===== src/rtl/morra_cinese_if.sv =====
// Move/command and result signals of the morra_cinese game block.
interface morra_cinese_if;
  logic [1:0] PRIMO;
  logic [1:0] SECONDO;
  logic       INIZIA;
  logic [1:0] MANCHE;
  logic [1:0] PARTITA;

  modport master (output PRIMO, SECONDO, INIZIA, input MANCHE, PARTITA);
  modport slave  (input PRIMO, SECONDO, INIZIA, output MANCHE, PARTITA);
endinterface


===== src/rtl/morra_cinese.sv =====
// Rock-paper-scissors referee: scores manches, enforces the no-repeat rule
// for the last winner and decides the game outcome.
module morra_cinese (
  input  logic           clk,
  input  logic           rst_n,
  morra_cinese_if.slave  bus
);

  localparam int unsigned CW = 5;
  localparam logic [1:0] MV_NONE = 2'b00;
  localparam logic [1:0] MV_ROCK = 2'b01;
  localparam logic [1:0] MV_PAPR = 2'b10;
  localparam logic [1:0] MV_SCIS = 2'b11;

  typedef enum logic [1:0] {S_IDLE, S_PLAY, S_END} state_t;

  state_t        state_q, state_d;
  logic [CW-1:0] max_q, max_d;
  logic [CW-1:0] played_q, played_d;
  logic [CW-1:0] w1_q, w1_d;
  logic [CW-1:0] w2_q, w2_d;
  logic          mem_valid_q, mem_valid_d;
  logic          mem_p2_q, mem_p2_d;
  logic [1:0]    mem_move_q, mem_move_d;
  logic [1:0]    manche_q, manche_d;
  logic [1:0]    partita_q, partita_d;

  logic          is_draw_c;
  logic          p1_beats_c;
  logic          blocked_c;
  logic          valid_c;
  logic          lead2_c;

  assign bus.MANCHE  = manche_q;
  assign bus.PARTITA = partita_q;

  // An equal-move manche is always a valid draw; the repeat ban only
  // blocks a manche that would otherwise produce a winner.
  always_comb begin
    is_draw_c  = (bus.PRIMO == bus.SECONDO);
    p1_beats_c = ((bus.PRIMO == MV_ROCK) && (bus.SECONDO == MV_SCIS)) ||
                 ((bus.PRIMO == MV_SCIS) && (bus.SECONDO == MV_PAPR)) ||
                 ((bus.PRIMO == MV_PAPR) && (bus.SECONDO == MV_ROCK));
    blocked_c  = mem_valid_q && !is_draw_c &&
                 (mem_p2_q ? (bus.SECONDO == mem_move_q) : (bus.PRIMO == mem_move_q));
    valid_c    = (bus.PRIMO != MV_NONE) && (bus.SECONDO != MV_NONE) && !blocked_c;
  end

  always_comb begin
    state_d     = state_q;
    max_d       = max_q;
    played_d    = played_q;
    w1_d        = w1_q;
    w2_d        = w2_q;
    mem_valid_d = mem_valid_q;
    mem_p2_d    = mem_p2_q;
    mem_move_d  = mem_move_q;
    manche_d    = 2'b00;
    partita_d   = 2'b00;
    lead2_c     = 1'b0;

    if (bus.INIZIA) begin
      state_d     = S_PLAY;
      max_d       = CW'({bus.PRIMO, bus.SECONDO}) + CW'(4);
      played_d    = '0;
      w1_d        = '0;
      w2_d        = '0;
      mem_valid_d = 1'b0;
      mem_p2_d    = 1'b0;
      mem_move_d  = MV_NONE;
    end else begin
      unique case (state_q)
        S_IDLE: ;
        S_PLAY: begin
          if (valid_c) begin
            played_d = played_q + CW'(1);
            if (is_draw_c) begin
              manche_d    = 2'b11;
              mem_valid_d = 1'b0;
            end else if (p1_beats_c) begin
              manche_d    = 2'b01;
              w1_d        = w1_q + CW'(1);
              mem_valid_d = 1'b1;
              mem_p2_d    = 1'b0;
              mem_move_d  = bus.PRIMO;
            end else begin
              manche_d    = 2'b10;
              w2_d        = w2_q + CW'(1);
              mem_valid_d = 1'b1;
              mem_p2_d    = 1'b1;
              mem_move_d  = bus.SECONDO;
            end
            // Widened compare so the +2 margin cannot overflow.
            lead2_c = ((CW+1)'(w1_d) >= (CW+1)'(w2_d) + (CW+1)'(2)) ||
                      ((CW+1)'(w2_d) >= (CW+1)'(w1_d) + (CW+1)'(2));
            if (((played_d >= CW'(4)) && lead2_c) || (played_d == max_q)) begin
              state_d = S_END;
              if (w1_d > w2_d)      partita_d = 2'b01;
              else if (w2_d > w1_d) partita_d = 2'b10;
              else                  partita_d = 2'b11;
            end
          end
        end
        S_END:   partita_d = partita_q;
        default: state_d = S_IDLE;
      endcase
    end
  end

  always_ff @(posedge clk or negedge rst_n) begin
    if (!rst_n) begin
      state_q     <= S_IDLE;
      max_q       <= '0;
      played_q    <= '0;
      w1_q        <= '0;
      w2_q        <= '0;
      mem_valid_q <= 1'b0;
      mem_p2_q    <= 1'b0;
      mem_move_q  <= MV_NONE;
      manche_q    <= 2'b00;
      partita_q   <= 2'b00;
    end else begin
      state_q     <= state_d;
      max_q       <= max_d;
      played_q    <= played_d;
      w1_q        <= w1_d;
      w2_q        <= w2_d;
      mem_valid_q <= mem_valid_d;
      mem_p2_q    <= mem_p2_d;
      mem_move_q  <= mem_move_d;
      manche_q    <= manche_d;
      partita_q   <= partita_d;
    end
  end

endmodule


===== src/flat_wrapper.sv =====
// flat-port wrapper written by rule: the top's interface ports become plain ports
module morra_cinese_flat 
  (clk, rst_n, bus_PRIMO, bus_SECONDO, bus_INIZIA, bus_MANCHE, bus_PARTITA);
  morra_cinese_if bus_i ();
  input  logic clk;
  input  logic rst_n;
  input wire logic [$bits(bus_i.PRIMO)-1:0] bus_PRIMO;
  input wire logic [$bits(bus_i.SECONDO)-1:0] bus_SECONDO;
  input wire logic [$bits(bus_i.INIZIA)-1:0] bus_INIZIA;
  output wire logic [$bits(bus_i.MANCHE)-1:0] bus_MANCHE;
  output wire logic [$bits(bus_i.PARTITA)-1:0] bus_PARTITA;
  assign bus_i.PRIMO = bus_PRIMO;
  assign bus_i.SECONDO = bus_SECONDO;
  assign bus_i.INIZIA = bus_INIZIA;
  assign bus_MANCHE = bus_i.MANCHE;
  assign bus_PARTITA = bus_i.PARTITA;
  morra_cinese u_core (.clk(clk), .rst_n(rst_n), .bus(bus_i));
endmodule

===== config.mk =====
export PLATFORM = sky130hd
export DESIGN_NAME = morra_cinese_flat
export DESIGN_NICKNAME = d
export VERILOG_FILES = /design/src/rtl/morra_cinese_if.sv /design/src/rtl/morra_cinese.sv /design/src/flat_wrapper.sv
export SDC_FILE = /design/constraint.sdc
export NUM_CORES = 1
export LEC_CHECK = 0
export CAP_MARGIN = 30
export CELL_PAD_IN_SITES_DETAIL_PLACEMENT = 1
export CELL_PAD_IN_SITES_GLOBAL_PLACEMENT = 1
export CORE_MARGIN = 2
export CORE_UTILIZATION = 40
export DETAILED_ROUTE_END_ITERATION = 16
export MAX_ROUTING_LAYER = met4
export PLACE_DENSITY = 0.8
export SYNTH_ARGS = -nofsm -noshare
export SYNTH_HDL_FRONTEND = slang
export SYNTH_SLANG_ARGS = --single-unit

===== constraint.sdc =====
create_clock -name clk -period 4.35 [get_ports clk]
set_clock_uncertainty 0.05 [all_clocks]
set_input_delay 0.6525 -clock clk [delete_from_list [all_inputs] [get_ports clk]]
set_output_delay 0.6525 -clock clk [all_outputs]
set_load 0.03 [all_outputs]

==> results of run 1 <==
## sequential cells by signal, indices dropped and copies added (netlist names)
name                flops
u_core.max_q            5
u_core.played_q         5
u_core.w1_q             5
u_core.w2_q             5
u_core.bus.MANCHE       2
u_core.bus.PARTITA      2
u_core.mem_move_q       2
u_core.state_q          2
u_core.mem_p2_q         1
u_core.mem_valid_q      1
## cells in the final DEF (no fill, tap or decap), types with 2 or more instances in the layout
master            n
nor2_1           37
dfrtp_1          30
xnor2_1          18
ha_1             18
buf_4            17
a21oi_1          16
nand2_1          15
xor2_1           13
nand3_1          11
inv_1            11
clkdlybuf4s50_1  10
mux2i_1           8
mux2_2            6
clkbuf_8          6
o21ai_1           5
o21ai_0           4
nor3_2            4
nand2b_1          4
nand4_1           4
xnor2_2           3
nor2b_1           3
a211oi_1          3
a21oi_2           2
a21o_1            2
nand4b_1          2
o221ai_1          2
a31oi_1           2
nor3_1            2
or2_2             2
a22o_1            2
## worst max-delay path, delay by kind of cell
kind / cells / cell delay, ns
AOI/OAI and AO/OA: 4 / 0.77
buffers and inverters: 2 / 0.68
muxes: 1 / 0.14
xor gates and xnor gates: 2 / 0.27
adders and majority gates: 2 / 0.57
and+or+nand+nor: 6 / 1.13
## where the power goes
group	internal, mW	switching [mW]
logic	0.163	0.212
clock network	0.127	0.114
registers	0.305	0.0320
total	0.596	0.358
## cells by family (layout without fill, tap and decap cells)
| logic type | after synthesis | in the layout | share of synthesized area |
|---|---|---|---|
| AO/OA/AOI/OAI | 56 | 56 | 0.171 |
| multiplexers | 15 | 15 | 0.0663 |
| buffers and inverters | 22 | 46 | 0.0423 |
| flip-flops | 30 | 30 | 0.306 |
| AND/OR/NAND/NOR | 93 | 93 | 0.187 |
| adder cells (fa/ha/maj) | 19 | 19 | 0.0964 |
| XOR/XNOR | 34 | 34 | 0.131 |
## final cells by class
cell class                      count  area share
Timing Repair Buffer               27      0.0809
Clock inverter                      2     0.00444
Tap cell                           75      0.0333
Sequential cell                    30       0.267
Inverter                           11      0.0147
Clock buffer                        6      0.0293
Multi-Input combinational cell    217       0.571
## routing by layer
metal	track usage	share of wire
met5	-	0
met2	0.374	0.51
met1	0.258	0.46
met4	0.0583	0.012
met3	0.0337	0.018
## worst min-delay path by stage
| stage | from | to | cells past startpoint |
|---|---|---|---|
| after floorplan | rst_n | u_core.bus.MANCHE[0] | 0 |
| after global placement | u_core.bus.PARTITA[0] | u_core.bus.PARTITA[0] | 1 |
| after detailed placement | u_core.bus.PARTITA[0] | u_core.bus.PARTITA[0] | 1 |
| after CTS | u_core.bus.PARTITA[0] | u_core.bus.PARTITA[0] | 1 |
| after global routing | u_core.bus.PARTITA[0] | u_core.bus.PARTITA[0] | 1 |
| final | u_core.bus.PARTITA[0] | u_core.bus.PARTITA[0] | 1 |
==> metrics.md, run 1 <==
| Metric | Value |
|---|---|
| Status | `complete, no violations` |
| Post-synthesis sequential area ratio | `0.306` |
| Crit-path cells | `clkdlybuf4s50_1 -> inv_1 -> ha_1 -> and3b_1 -> a21o_2 -> nor3_2 -> xnor2_1 -> nor3_2 -> xnor2_1 -> ha_1 -> nand2_1 -> nor3_1 -> mux2i_1 -> o41ai_1 -> o2bb2ai_1 -> o21ai_2 -> or2_1` |
| Multi-input combinational cell area | `around 1600 sq um` |
| Power density cells | `339 nW/um^2` |
| Peak supply drop | `between 0.00015 and 0.0002 V` |
| Root Buffer | `clkbuf_8` |
| Hold Vio Cnt, Final | `0` |
| Design area | `2820 sq um` |
| Initial Utilization | `0.414` |
| Largest net degree at the start of global routing | `31` |
| Syn Area/Cell | `approximately 9.1 sq um` |
| Share of cells above drive strength 1 | `0.171` |
| Hold WC Path Type | `flip-flop to flip-flop` |
| Setup Fix Bufs, Post-CTS | `0` |
| Drt first-iter violations | `83` |
| Top-count cell post-synth | `nor2_1` |
| Critical Path End | `u_core.state_q[1]` |
| Mean routed wirelength per cell | `~17 microns` |
| Required time worst endpoint | `between 4 and 5 ns` |
| Final period util | `0.939` |
| H-tree depth | `2` |
| Ports | `11` |
| Worst-Skew Late Latency | `approximately 0.29 ns` |
| Global-route wire length before repair | `10600 microns` |
| Top cells by count, synth | `nor2_1, dfrtp_1, ha_1, xnor2_1, a21oi_1` |
| Fin cells | `368` |
| Reg2reg end | `u_core.state_q[1]` |
| DRC | `0` |
| Syn Inst Count | `~270` |
| Pre-antenna DRT Iters | `6` |
| Post-synth EDFFs | `0` |
| GPL Wtd Cong | `0.904` |
| Yosys warnings | `0` |
| Core Util, Final | `0.476` |
| DP Cell Count | `between 300 and 400` |
| Crit end category | `flip-flop` |
| Critical Path Source | `bus_PRIMO[0]` |
| Post-DP Area | `between 2000 and 3000 sq um` |
| Core Area | `around 5900 sq um` |
| Grt ovf | `0` |
| CP max stage cell | `clkdlybuf4s50_1` |
| Cell area after synthesis | `2450 sq um` |
| Synth top area cells | `dfrtp_1, ha_1, xnor2_1` |
| Post-CTS sizing | `0` |
| CTS tree | `done` |
| I/O Buffers | `10` |
| Max-Cap Viols | `0` |
| Worst-case reg-to-reg path depth | `13` |
| ANT cells | `0` |
| FF+latch area | `~750 sq um` |
| Reg2Reg Setup Slack | `between 1 and 1.5 ns` |
| RR Startpoint | `u_core.w2_q[2]` |
| Area leader, netlist | `dfrtp_1` |
| Final setup vio count | `0` |
| Ys flop type | `dfrtp_1` |
| Worst Tran Pin Value | `0.511 ns` |
| GRT Overall Usage | `0.215` |
| Vias in the first global route | `2128` |
| Fin nets | `approximately 320` |
| Pre-CTS setup slack | `0.00301 ns` |
| Routed via count | `2031` |
| Synth-to-Final Area Change | `14.8%` |
| Num rows | `28` |
| Antenna-violating nets left | `0` |
| Setup slack after layout | `0.264 ns` |
| Asr flop ratio synth | `1.00` |
| Max transition margin | `0.660` |
| Peak Freq | `0.245 GHz` |
| CTS Buf Count | `5` |
| Final worst path period need | `4.09 ns` |
| Die span in y | `between 80 and 90 microns` |
| Crit-path max cell delay | `roughly 0.57 ns` |
| Wirelength, routed | `6250 microns` |
| Top-area cell type share of the netlist area | `0.306` |
| Netlist cell types | `59` |
| Pleak | `between 1 and 1.5 nW` |
| Worst path arrival time | `~4.2 ns` |
| Hpwl dp | `4720 microns` |
| CP startpoint kind | `primary input` |
| Reg clk slew, reported paths | `roughly 0.070 ns` |
| Number of vias per cell | `5.52` |
| Post-Syn Nets | `between 200 and 300` |
| #FFs+latches synth | `30` |
| Min Hold Slack | `0.458 ns` |
| Die W | `82.3 microns` |
| CTS Buffer Depth | `2` |
| Pwr Total | `about 950 uW` |
| Final-layout fill cell count | `700` |
| Initial antenna violation count | `0` |
| Clock Sink Count | `30` |
| Setup TNS | `0 ns` |
| Max Slew Vio Count | `0` |
| Post-CTS Hold Fix Bufs | `0` |
| Die ar. | `a little under 7000 sq um` |
| CP Max Fanout | `7` |
| WS Path Type | `primary input to flip-flop` |
No activity file was read; power rests on OpenSTA's default activity.
==> run 2: changes to the inputs <==
--- a/config.mk
+++ b/config.mk
@@ -5,6 +5,7 @@
 export SDC_FILE = /design/constraint.sdc
 export NUM_CORES = 1
 export LEC_CHECK = 0
+export ABC_CLOCK_PERIOD_IN_PS = 4350
 export CAP_MARGIN = 30
 export CELL_PAD_IN_SITES_DETAIL_PLACEMENT = 1
 export CELL_PAD_IN_SITES_GLOBAL_PLACEMENT = 1
==> results of run 2 <==
Same layout as run 1: the final DEF is identical, and so are final timing and power.
